## src/rtl/pwm_bank.sv

```systemverilog
// Multi-channel PWM bank: prescaled period counter, double-buffered duties loaded at wrap.
// Define PWM_BANK_PHASE_EN to stagger each channel's phase by k*STEP ticks.
module pwm_bank #(
  parameter int CHANNELS   = 4,
  parameter int WIDTH      = 8,
  parameter int PRESCALE_W = 8,
  localparam int CHAN_W    = (CHANNELS > 1) ? $clog2(CHANNELS) : 1
) (
  input  logic                  i_clk,
  input  logic                  i_rst_n,
  input  logic                  i_enable,
  input  logic [PRESCALE_W-1:0] i_prescale,
  input  logic                  i_wr_valid,
  output logic                  o_wr_ready,
  input  logic [CHAN_W-1:0]     i_wr_chan,
  input  logic [WIDTH-1:0]      i_wr_duty,
  output logic                  o_wr_err,
  output logic [CHANNELS-1:0]   o_pwm,
  output logic                  o_period_strobe
);
  localparam int PERIOD = (1 << WIDTH) - 1;
  localparam logic [WIDTH-1:0] MAX = WIDTH'(PERIOD - 1);
  localparam logic [CHAN_W:0] NCHAN = (CHAN_W + 1)'(CHANNELS);

  logic [PRESCALE_W-1:0] pre_p0;
  logic [WIDTH-1:0]      cnt_p0;
  logic [WIDTH-1:0]      shadow [CHANNELS];
  logic [WIDTH-1:0]      active [CHANNELS];
  logic                  rdy_p0;
  logic                  wrap_p1;
  logic                  tick;
  logic                  wrap;
  logic                  accept;
  logic                  chan_ok;
  logic [CHANNELS-1:0]   pwm_next;

`ifdef PWM_BANK_PHASE_EN
  localparam int STEP = PERIOD / CHANNELS;

  function automatic logic [WIDTH-1:0] phase_of(input int k, input logic [WIDTH-1:0] c);
    logic [WIDTH:0] sum;
    sum = {1'b0, c} + (WIDTH + 1)'(PERIOD - k * STEP);
    if (sum >= (WIDTH + 1)'(PERIOD)) sum = sum - (WIDTH + 1)'(PERIOD);
    return sum[WIDTH-1:0];
  endfunction
`endif

  // A prescale value dropped below the running count forces an immediate tick.
  assign tick       = (pre_p0 >= i_prescale);
  assign wrap       = i_enable && tick && (cnt_p0 == MAX);
  assign o_wr_ready = rdy_p0 && !wrap;
  assign accept     = i_wr_valid && o_wr_ready;
  assign chan_ok    = ({1'b0, i_wr_chan} < NCHAN);

  always_comb begin
    pwm_next = '0;
    for (int k = 0; k < CHANNELS; k++) begin
`ifdef PWM_BANK_PHASE_EN
      pwm_next[k] = i_enable && (phase_of(k, cnt_p0) < active[k]);
`else
      pwm_next[k] = i_enable && (cnt_p0 < active[k]);
`endif
    end
  end

  // stage p0: prescaler, period counter, duty registers
  always_ff @(posedge i_clk or negedge i_rst_n) begin
    if (!i_rst_n) begin
      pre_p0 <= '0;
      cnt_p0 <= '0;
      rdy_p0 <= 1'b0;
      for (int k = 0; k < CHANNELS; k++) begin
        shadow[k] <= '0;
        active[k] <= '0;
      end
    end else begin
      rdy_p0 <= 1'b1;
      if (!i_enable) begin
        pre_p0 <= '0;
        cnt_p0 <= '0;
      end else if (tick) begin
        pre_p0 <= '0;
        cnt_p0 <= (cnt_p0 == MAX) ? '0 : cnt_p0 + WIDTH'(1);
      end else begin
        pre_p0 <= pre_p0 + PRESCALE_W'(1);
      end
      for (int k = 0; k < CHANNELS; k++) begin
        if (!i_enable || wrap) active[k] <= shadow[k];
        if (accept && chan_ok && (i_wr_chan == CHAN_W'(k))) shadow[k] <= i_wr_duty;
      end
    end
  end

  // stage p1: registered compare; strobe delayed one more cycle to line up with new-period output
  always_ff @(posedge i_clk or negedge i_rst_n) begin
    if (!i_rst_n) begin
      o_pwm           <= '0;
      o_wr_err        <= 1'b0;
      wrap_p1         <= 1'b0;
      o_period_strobe <= 1'b0;
    end else begin
      o_pwm           <= pwm_next;
      o_wr_err        <= accept && !chan_ok;
      wrap_p1         <= wrap;
      o_period_strobe <= wrap_p1 && i_enable;
    end
  end
endmodule

```

## config.mk

```make
export PLATFORM = sky130hd
export DESIGN_NAME = pwm_bank
export DESIGN_NICKNAME = d
export VERILOG_FILES = /design/src/rtl/pwm_bank.sv
export SDC_FILE = /design/constraint.sdc
export NUM_CORES = 1
export LEC_CHECK = 0
export CAP_MARGIN = 20
export CORE_MARGIN = 3
export CORE_UTILIZATION = 54
export CTS_BUF_LIST = sky130_fd_sc_hd__clkbuf_16
export DETAILED_ROUTE_END_ITERATION = 8
export PLACE_DENSITY_LB_ADDON = 0.15
export SYNTH_ARGS = -nofsm -noshare
export SYNTH_HDL_FRONTEND = slang
export SYNTH_SLANG_ARGS = --single-unit
```

## constraint.sdc

```tcl
create_clock -name i_clk -period 2.4 [get_ports i_clk]
set_clock_uncertainty 0.15 [all_clocks]
set_input_delay 0.48 -clock i_clk [delete_from_list [all_inputs] [get_ports i_clk]]
set_output_delay 0.48 -clock i_clk [all_outputs]
set_load 0.005 [all_outputs]
```

==> flow_metrics.env, run 1 <==
export IMPL_synth_fp_nets=425
export IMPL_synth_most_common_cell="dfrtp_1"
export IMPL_clk_pin_slew_ns=0.07
export IMPL_vdd_drop_max_v=0.000534
export IMPL_synth_seq_cells=87
export IMPL_syn_inst=364
export IMPL_num_vias=3028
export IMPL_hold_class="in -> async"
export IMPL_finalCriticalPeriod_ns=2.59
export IMPL_period_share_pct=108
export IMPL_dieHeight_um=98.3
export IMPL_netlist_area_um2=4600
export IMPL_row_count=33
export IMPL_hold_viol=0
export IMPL_drt_iter0_markers=120
export IMPL_synthTopCellsByArea="dfrtp_1 (47%), ha_1 (11%), mux2_4 (9.8%)"
export IMPL_start_util_pct=55.7
export IMPL_regToRegEndpoint="shadow[24]$_DFFE_PN0P_"
export IMPL_synthArstFlopShare_pct=100
export IMPL_areaGrowthSynthToFinish_pct=30.0
export IMPL_end_kind="register"
export IMPL_yosysUniqueCellTypes=44
export IMPL_clkSinkCount=87
export IMPL_wl_um=9920
export IMPL_slew_viol_final=0
export IMPL_synth_edf_count=0
export IMPL_avgSynthCellArea_um2=12.6
export IMPL_vias_per_cell=5.51
export IMPL_fin_nets=501
export IMPL_arrival_ns=2.66
export IMPL_netlist_top_cells_count="dfrtp_1 (87), ha_1 (39), inv_1 (39)"
export IMPL_ant_nets=0
export IMPL_grt_pass1_wl_um=16500
export IMPL_first_global_vias=3247
export IMPL_die_area_um2=9670
export IMPL_outcome="finished, violations left"
export IMPL_hpwl_um=6170
export IMPL_power_leakage_uw=0.00299
export IMPL_synth_main_ff_cell="dfrtp_1"
export IMPL_drc=0
export IMPL_drive_above_1_share_pct=35.1
export IMPL_cp_required_ns=2.47
export IMPL_root_buffer="clkbuf_16"
export IMPL_cts_path_max_buffers=2
export IMPL_dieWidth_um=98.3
export IMPL_wl_per_cell_um=18.0
export IMPL_antennaDiodeCount=0
export IMPL_violations="setup timing"
export IMPL_crit_path_max_fanout=5
export IMPL_place_gp_congestion=0.857
export IMPL_cts_buffers=9
export IMPL_timing_max_cap_violations=0
export IMPL_worst_pin_slew_ns=0.612
export IMPL_portBuffers=27
export IMPL_max_slew_margin_pct=59.2
export IMPL_pin_count=29
export IMPL_grtUsageTotal_pct=21.7
export IMPL_rr_worst_depth=11
export IMPL_ys_seq_area_share_pct=47.3
export IMPL_yosysWarnings=0
export IMPL_cts_tree="yes"
export IMPL_core_um2=8260
export IMPL_setup_viol=45
export IMPL_cp_start_kind="register"
export IMPL_grt_overflow=0
export IMPL_setup_ws_ns=-0.185
export IMPL_fin_setup_tns_ns=-5.62
export IMPL_cts_hold_buf=0
export IMPL_synth_top_area_share_pct=47.3
export IMPL_cts_htree_levels=3
export IMPL_antenna_found_initial=0
export IMPL_power_uw=4240
export IMPL_drt_pre_antenna_iters=6
export IMPL_grt_max_degree=46
export IMPL_path_class="reg -> reg"
export IMPL_rsz0062_at_grt="true"
export IMPL_power_density_nw_per_um2=708
export IMPL_fmax_ghz=0.387
export IMPL_yosysTopAreaCell="dfrtp_1"
export IMPL_rrSetupSlack_ns=-0.19
export IMPL_clkLatencyLatePin_ns=0.33
export IMPL_reg2reg_from="pre_p0[0]$_DFF_PN0_"
-- cell type report --
type	count	area, um2
Clock inverter	7	81.3
Timing Repair Buffer	74	818
Clock buffer	9	225
Multi-Input combinational cell	229	2400
Fill cell	559	2280
Sequential cell	87	2180
Inverter	39	146
Tap cell	105	131
-- critical path, stage by stage, from the launching register on --
cell       delay, ns
dfrtp_1         0.39
inv_2           0.08
ha_4            0.19
nand2b_4        0.14
a2111oi_4       0.31
o31a_1          0.25
buf_4           0.13
buf_6           0.10
buf_6           0.12
o2111ai_4       0.14
buf_6           0.17
mux2_4          0.29
-- sequential cells by signal, summed over array words and instances, names as in the netlist --
register and cells:
pre_p0 8, cnt_p0 8, o_pwm 4, o_period_strobe 1, active 32, rdy_p0 1
wrap_p1 1, shadow 32
-- how the worst max path moves through the flow --
| stage | end | depth (start not counted) | start | slack [ns] |
|---|---|---|---|---|
| floorplan | o_wr_ready | 7 | i_prescale[0] | 0.02 |
| global placement | o_wr_ready | 8 | i_prescale[1] | -0.79 |
| detailed placement | o_wr_ready | 8 | i_prescale[1] | -0.79 |
| CTS | o_wr_ready | 8 | pre_p0[0]$_DFF_PN0_ | -0.27 |
| global route | o_wr_ready | 8 | pre_p0[0]$_DFF_PN0_ | -0.33 |
| finish | shadow[24]$_DFFE_PN0P_ | 11 | pre_p0[0]$_DFF_PN0_ | -0.19 |
-- report_power, final --
part           total [uW]  internal, uW  leakage (uW)  switching (uW)
Clock                1420           821      0.000147             603
Sequential           1910          1740       0.00108             169
Combinational         902           570       0.00177             332
-- cells in the final DEF (no fill, tap or decap), types with 7 or more instances in the layout --
cell | Yosys | layout
a21o_1 | 13 | 13
buf_6 | 4 | 7
a21oi_1 | 8 | 7
ha_1 | 39 | 34
buf_4 | 1 | 28
mux2_2 | 34 | 7
nand3_1 | 9 | 9
inv_1 | 39 | 34
mux2_4 | 30 | 57
nor2_1 | 12 | 10
dlygate4sd2_1 | 0 | 7
nand2_1 | 16 | 15
clkbuf_16 | 0 | 11
dfrtp_1 | 87 | 87
buf_12 | 0 | 8
nand2b_1 | 8 | 8
clkdlybuf4s50_1 | 0 | 17
-- metrics by stage --
step	hold slack [ns]	utilization, %	cells	setup slack, ns	area (um2)
after floorplan	0.0344	-	364	0.0159	4600
after global placement	0.313	63.5	519	-0.788	5250
after detailed placement	0.313	63.5	519	-0.789	5250
after CTS	0.0289	71.1	546	-0.265	5870
after global routing	0.0455	72.4	550	-0.326	5980
final	0.00417	72.4	550	-0.185	5980
-- per-layer routing --
metal | GRT usage (%) | wire length, um | part of all wire (%) | up-vias
met5 | 0 | 0 | 0 | -
met4 | 6.20 | 165 | 1.7 | 0
met3 | 4.71 | 394 | 4.0 | 13
met2 | 34.7 | 4800 | 48 | 53
met1 | 29.9 | 4560 | 46 | 1531
li1 | - | - | - | 1431
-- what timing repair did --
| action | CTS | global route |
|---|---|---|
| endpoints found under the setup margin | 66 | 80 |
| gates resized for setup | 56 | 20 |
| pin swaps | 22 | 10 |
| gates cloned | 3 | 2 |
| buffers inserted | 9 | 4 |
-- logic make-up (layout without fill, tap and decap cells) --
| logic type | count (synthesis) | after routing | share of synthesized area [%] |
|---|---|---|---|
| compound gates | 54 | 54 | 10.6 |
| simple gates | 64 | 64 | 7.42 |
| fa+ha+maj | 39 | 39 | 10.6 |
| xor+xnor | 6 | 6 | 1.14 |
| mux | 64 | 64 | 18.1 |
| buf+inv | 48 | 129 | 4.68 |
| other cells | 2 | 2 | 0.163 |
| flops | 87 | 87 | 47.3 |
Note: power is estimated with default switching activity, not from simulation.
==> run 2, diff against run 1 <==
--- a/config.mk
+++ b/config.mk
@@ -6,7 +6,8 @@
 export NUM_CORES = 1
 export LEC_CHECK = 0
+export ABC_AREA = 1
 export CAP_MARGIN = 20
 export CORE_MARGIN = 3
-export CORE_UTILIZATION = 54
+export CORE_UTILIZATION = 45
 export CTS_BUF_LIST = sky130_fd_sc_hd__clkbuf_16
 export DETAILED_ROUTE_END_ITERATION = 8
==> constraint.sdc (replaced) <==
create_clock -name i_clk -period 2.4 [get_ports i_clk]
set_clock_uncertainty 0.15 [all_clocks]
set_input_delay 0.36 -clock i_clk [delete_from_list [all_inputs] [get_ports i_clk]]
set_output_delay 0.36 -clock i_clk [all_outputs]
set_load 0.005 [all_outputs]
==> run 2 against run 1 <==
  * Sequential cell count unchanged
  * Via count increased by 12%
  * Die area increased by 13%
  * Final cell count increased by 29%
  * Sequential power decreased by 7%
  * Count of clock-buffer cells in the layout unchanged
  * Synthesized area decreased by 5.1%
  * Non-clock buffer count increased by 1
  * Utilization decreased by 13 points
  * First-iteration DRC count increased by 17%
  * Worst setup slack improved by 0.17 ns
  * The run still ends with setup timing left
  * Critical path depth decreased by 1
  * Critical path type is now reg -> out
==> flow_metrics.env, run 2 <==
export IMPL_outcome="finished, violations left"
export IMPL_violations="setup timing"
export IMPL_slew_viol_final=0
export IMPL_dpl_cell_area_um2=4960
export IMPL_layout_common_cells="nand2_1 (149), dfrtp_1 (87), inv_1 (69), buf_4 (42), ha_1 (34)"
export IMPL_avgSynthCellArea_um2=8.81
export IMPL_netlist_area_um2=4370
export IMPL_place_inst=668
export IMPL_clk_pin_slew_ns=0.06
export IMPL_first_global_vias=3327
export IMPL_yosysWarnings=0
export IMPL_antenna_found_initial=0
export IMPL_vias_per_cell=4.78
export IMPL_netlist_top_cells_count="nand2_1 (157), dfrtp_1 (87), inv_1 (73)"
export IMPL_start_util_pct=46.8
export IMPL_synthTopCellsByArea="dfrtp_1 (50%), nand2_1 (13%), ha_1 (11%)"
export IMPL_cts_htree_levels=3
export IMPL_ant_nets=0
export IMPL_cp_start_kind="register"
export IMPL_pre_cts_ws_ns=-0.422
export IMPL_p_int_uw=2850
export IMPL_switching_share_pct=25.8
export IMPL_synth_seq_cells=87
export IMPL_vdd_drop_max_v=0.000381
export IMPL_p_comb_share_pct=15.7
export IMPL_synth_top_area_share_pct=49.8
export IMPL_path_cells="ha_4 -> nand2_4 -> nor2_4 -> nand4_1 -> buf_4 -> nand3_4 -> nand3_4 -> nand2_2 -> inv_2 -> buf_6"
export IMPL_die_area_um2=10900
export IMPL_core_um2=9330
export IMPL_period_share_pct=101
export IMPL_crit_path_max_fanout=2
export IMPL_synth_main_ff_cell="dfrtp_1"
export IMPL_end_kind="output pin"
export IMPL_cts_buffers=9
export IMPL_wl_um=9650
export IMPL_fin_nets=634
export IMPL_areaGrowthSynthToFinish_pct=27.7
export IMPL_grt_pass1_wl_um=16100
export IMPL_yosysUniqueCellTypes=29
export IMPL_grt_overflow=0
export IMPL_timing_max_cap_violations=0
export IMPL_pin_count=29
export IMPL_power_leakage_uw=0.00285
export IMPL_place_gp_congestion=0.768
export IMPL_antennaDiodeCount=0
export IMPL_arrival_ns=1.91
export IMPL_setup_viol=1
export IMPL_setup_ws_ns=-0.0185
export IMPL_top_regs="active x32, shadow x32"
export IMPL_grt_max_degree=54
export IMPL_drc=0
export IMPL_synthArstFlopShare_pct=100
export IMPL_wl_per_cell_um=13.6
export IMPL_clkSinkCount=87
export IMPL_yosysTopAreaCell="dfrtp_1"
export IMPL_synth_edf_count=0
export IMPL_synth_fp_nets=557
export IMPL_crit_end="o_wr_ready"
export IMPL_path_class="reg -> out"
export IMPL_portBuffers=27
export IMPL_cpMostUsedCell="nand3_4"
export IMPL_rrSetupSlack_ns=0.12
export IMPL_clkLatencyLatePin_ns=0.33
export IMPL_regToRegEndpoint="cnt_p0[7]$_DFFE_PN0P_"
export IMPL_fmax_ghz=0.413
export IMPL_reg2reg_from="pre_p0[7]$_DFF_PN0_"
export IMPL_grtUsageTotal_pct=18.5
export IMPL_cp_required_ns=1.89
export IMPL_p_clk_share_pct=38.0
export IMPL_rsz0062_at_grt="true"
export IMPL_cts_tree="yes"
export IMPL_finalCriticalPeriod_ns=2.42
export IMPL_cp_slowest_cell="dfrtp_1"
export IMPL_sequentialPowerShare_pct=46.2
export IMPL_ys_seq_area_share_pct=49.8
export IMPL_num_vias=3382
export IMPL_cp_startpoint="pre_p0[7]$_DFF_PN0_"
export IMPL_whs_ns=0.324
export IMPL_cts_path_max_buffers=2
export IMPL_drt_pre_antenna_iters=4
export IMPL_max_stage_delay_ns=0.41
export IMPL_synth_most_common_cell="nand2_1"
export IMPL_root_buffer="clkbuf_16"
export IMPL_p_switching_uw=990
export IMPL_drive_above_1_share_pct=16.6
export IMPL_fin_setup_tns_ns=-0.0185
export IMPL_power_density_nw_per_um2=687
export IMPL_drt_iter0_markers=140
export IMPL_hpwl_um=6790
export IMPL_dieHeight_um=105
export IMPL_rr_worst_depth=12
export IMPL_finalInstanceArea_um2=5580
export IMPL_dieWidth_um=105
export IMPL_layout_commonest_cell="nand2_1"
export IMPL_hold_viol=0
export IMPL_hold_class="reg -> reg"
export IMPL_row_count=35
export IMPL_layout_cells_non_filler=707
export IMPL_syn_inst=496
==> run 2: changes by cell type after synthesis, sizes merged, moves of 5 or more <==
cell	delta
mux2	-64
o31a	-5
nand2	+142
a21o	-12
nand3	+7
o21ai	+39
nand2b	-9
inv	+34
nor2	+6
a21oi	+11
==> run 2: worst min path at each step <==
stage | from | cells after the start | slack (ns) | to
6_report | pre_p0[0]$_DFF_PN0_ | 1 | 0.32 | pre_p0[0]$_DFF_PN0_
5_1_grt | wrap_p1$_DFF_PN0_ | 2 | 0.36 | o_period_strobe$_DFF_PN0_
4_1_cts | shadow[25]$_DFFE_PN0P_ | 2 | 0.34 | shadow[25]$_DFFE_PN0P_
3_5_place_dp | i_rst_n | 1 | 0.20 | pre_p0[2]$_DFF_PN0_
3_3_place_gp | i_rst_n | 1 | 0.20 | pre_p0[2]$_DFF_PN0_
2_1_floorplan | i_rst_n | 0 | -0.09 | active[0]$_DFFE_PN0P_
==> run 2: worst max-delay path: cells and delay by family (launching register included) <==
family,cells,cell delay [ns]
adder cells (fa/ha/maj),1,0.30
buffers and inverters,3,0.30
flip-flops,1,0.41
AND/OR/NAND/NOR,6,0.57
==> run 2: power by group through the flow <==
stage	sequential [uW]	combinational, uW	clock (uW)
after floorplan	1770	365	0
after global placement	1800	551	0
after detailed placement	1800	567	0
after CTS	1770	597	1490
after global routing	1800	699	1540
final	1770	603	1460
==> run 2: kinds of logic (layout without fill, tap and decap cells) <==
logic type	Yosys count	after routing	synth area share, %
AO/OA/AOI/OAI	71	71	8.42
buffers and inverters	82	164	8.05
AND/OR/NAND/NOR	208	208	21.0
other	2	2	0.172
flip-flops	87	87	49.8
XOR/XNOR	7	7	1.40
adder cells (fa/ha/maj)	39	39	11.2
==> run 2: cell type report <==
cell class	count	area, um2
Timing Repair Buffer	75	694
Tap cell	129	161
Clock buffer	9	225
Inverter	73	274
Sequential cell	87	2180
Clock inverter	7	88.8
Multi-Input combinational cell	327	1960
Fill cell	815	3750
==> run 2: what timing repair did <==
action	CTS	global route
resized for setup	27	16
gates cloned	1	0
setup endpoints to repair	1	29
hold buffers	1	0
buffers inserted	20	6
hold endpoints to repair	34	0
pin swaps	17	14
==> run 2: per-layer routing <==
metal,part of all wire (%),GRT usage [%]
met4,1.3,5.03
met3,3.1,4.32
met1,48,24.5
met5,0,0
met2,48,30.6
==> run 2: stage by stage <==
step	power [uW]	util [%]
after floorplan	2140	-
after global placement	2350	53.2
after detailed placement	2370	53.2
after CTS	3860	59.2
after global routing	4040	59.8
final	3840	59.8
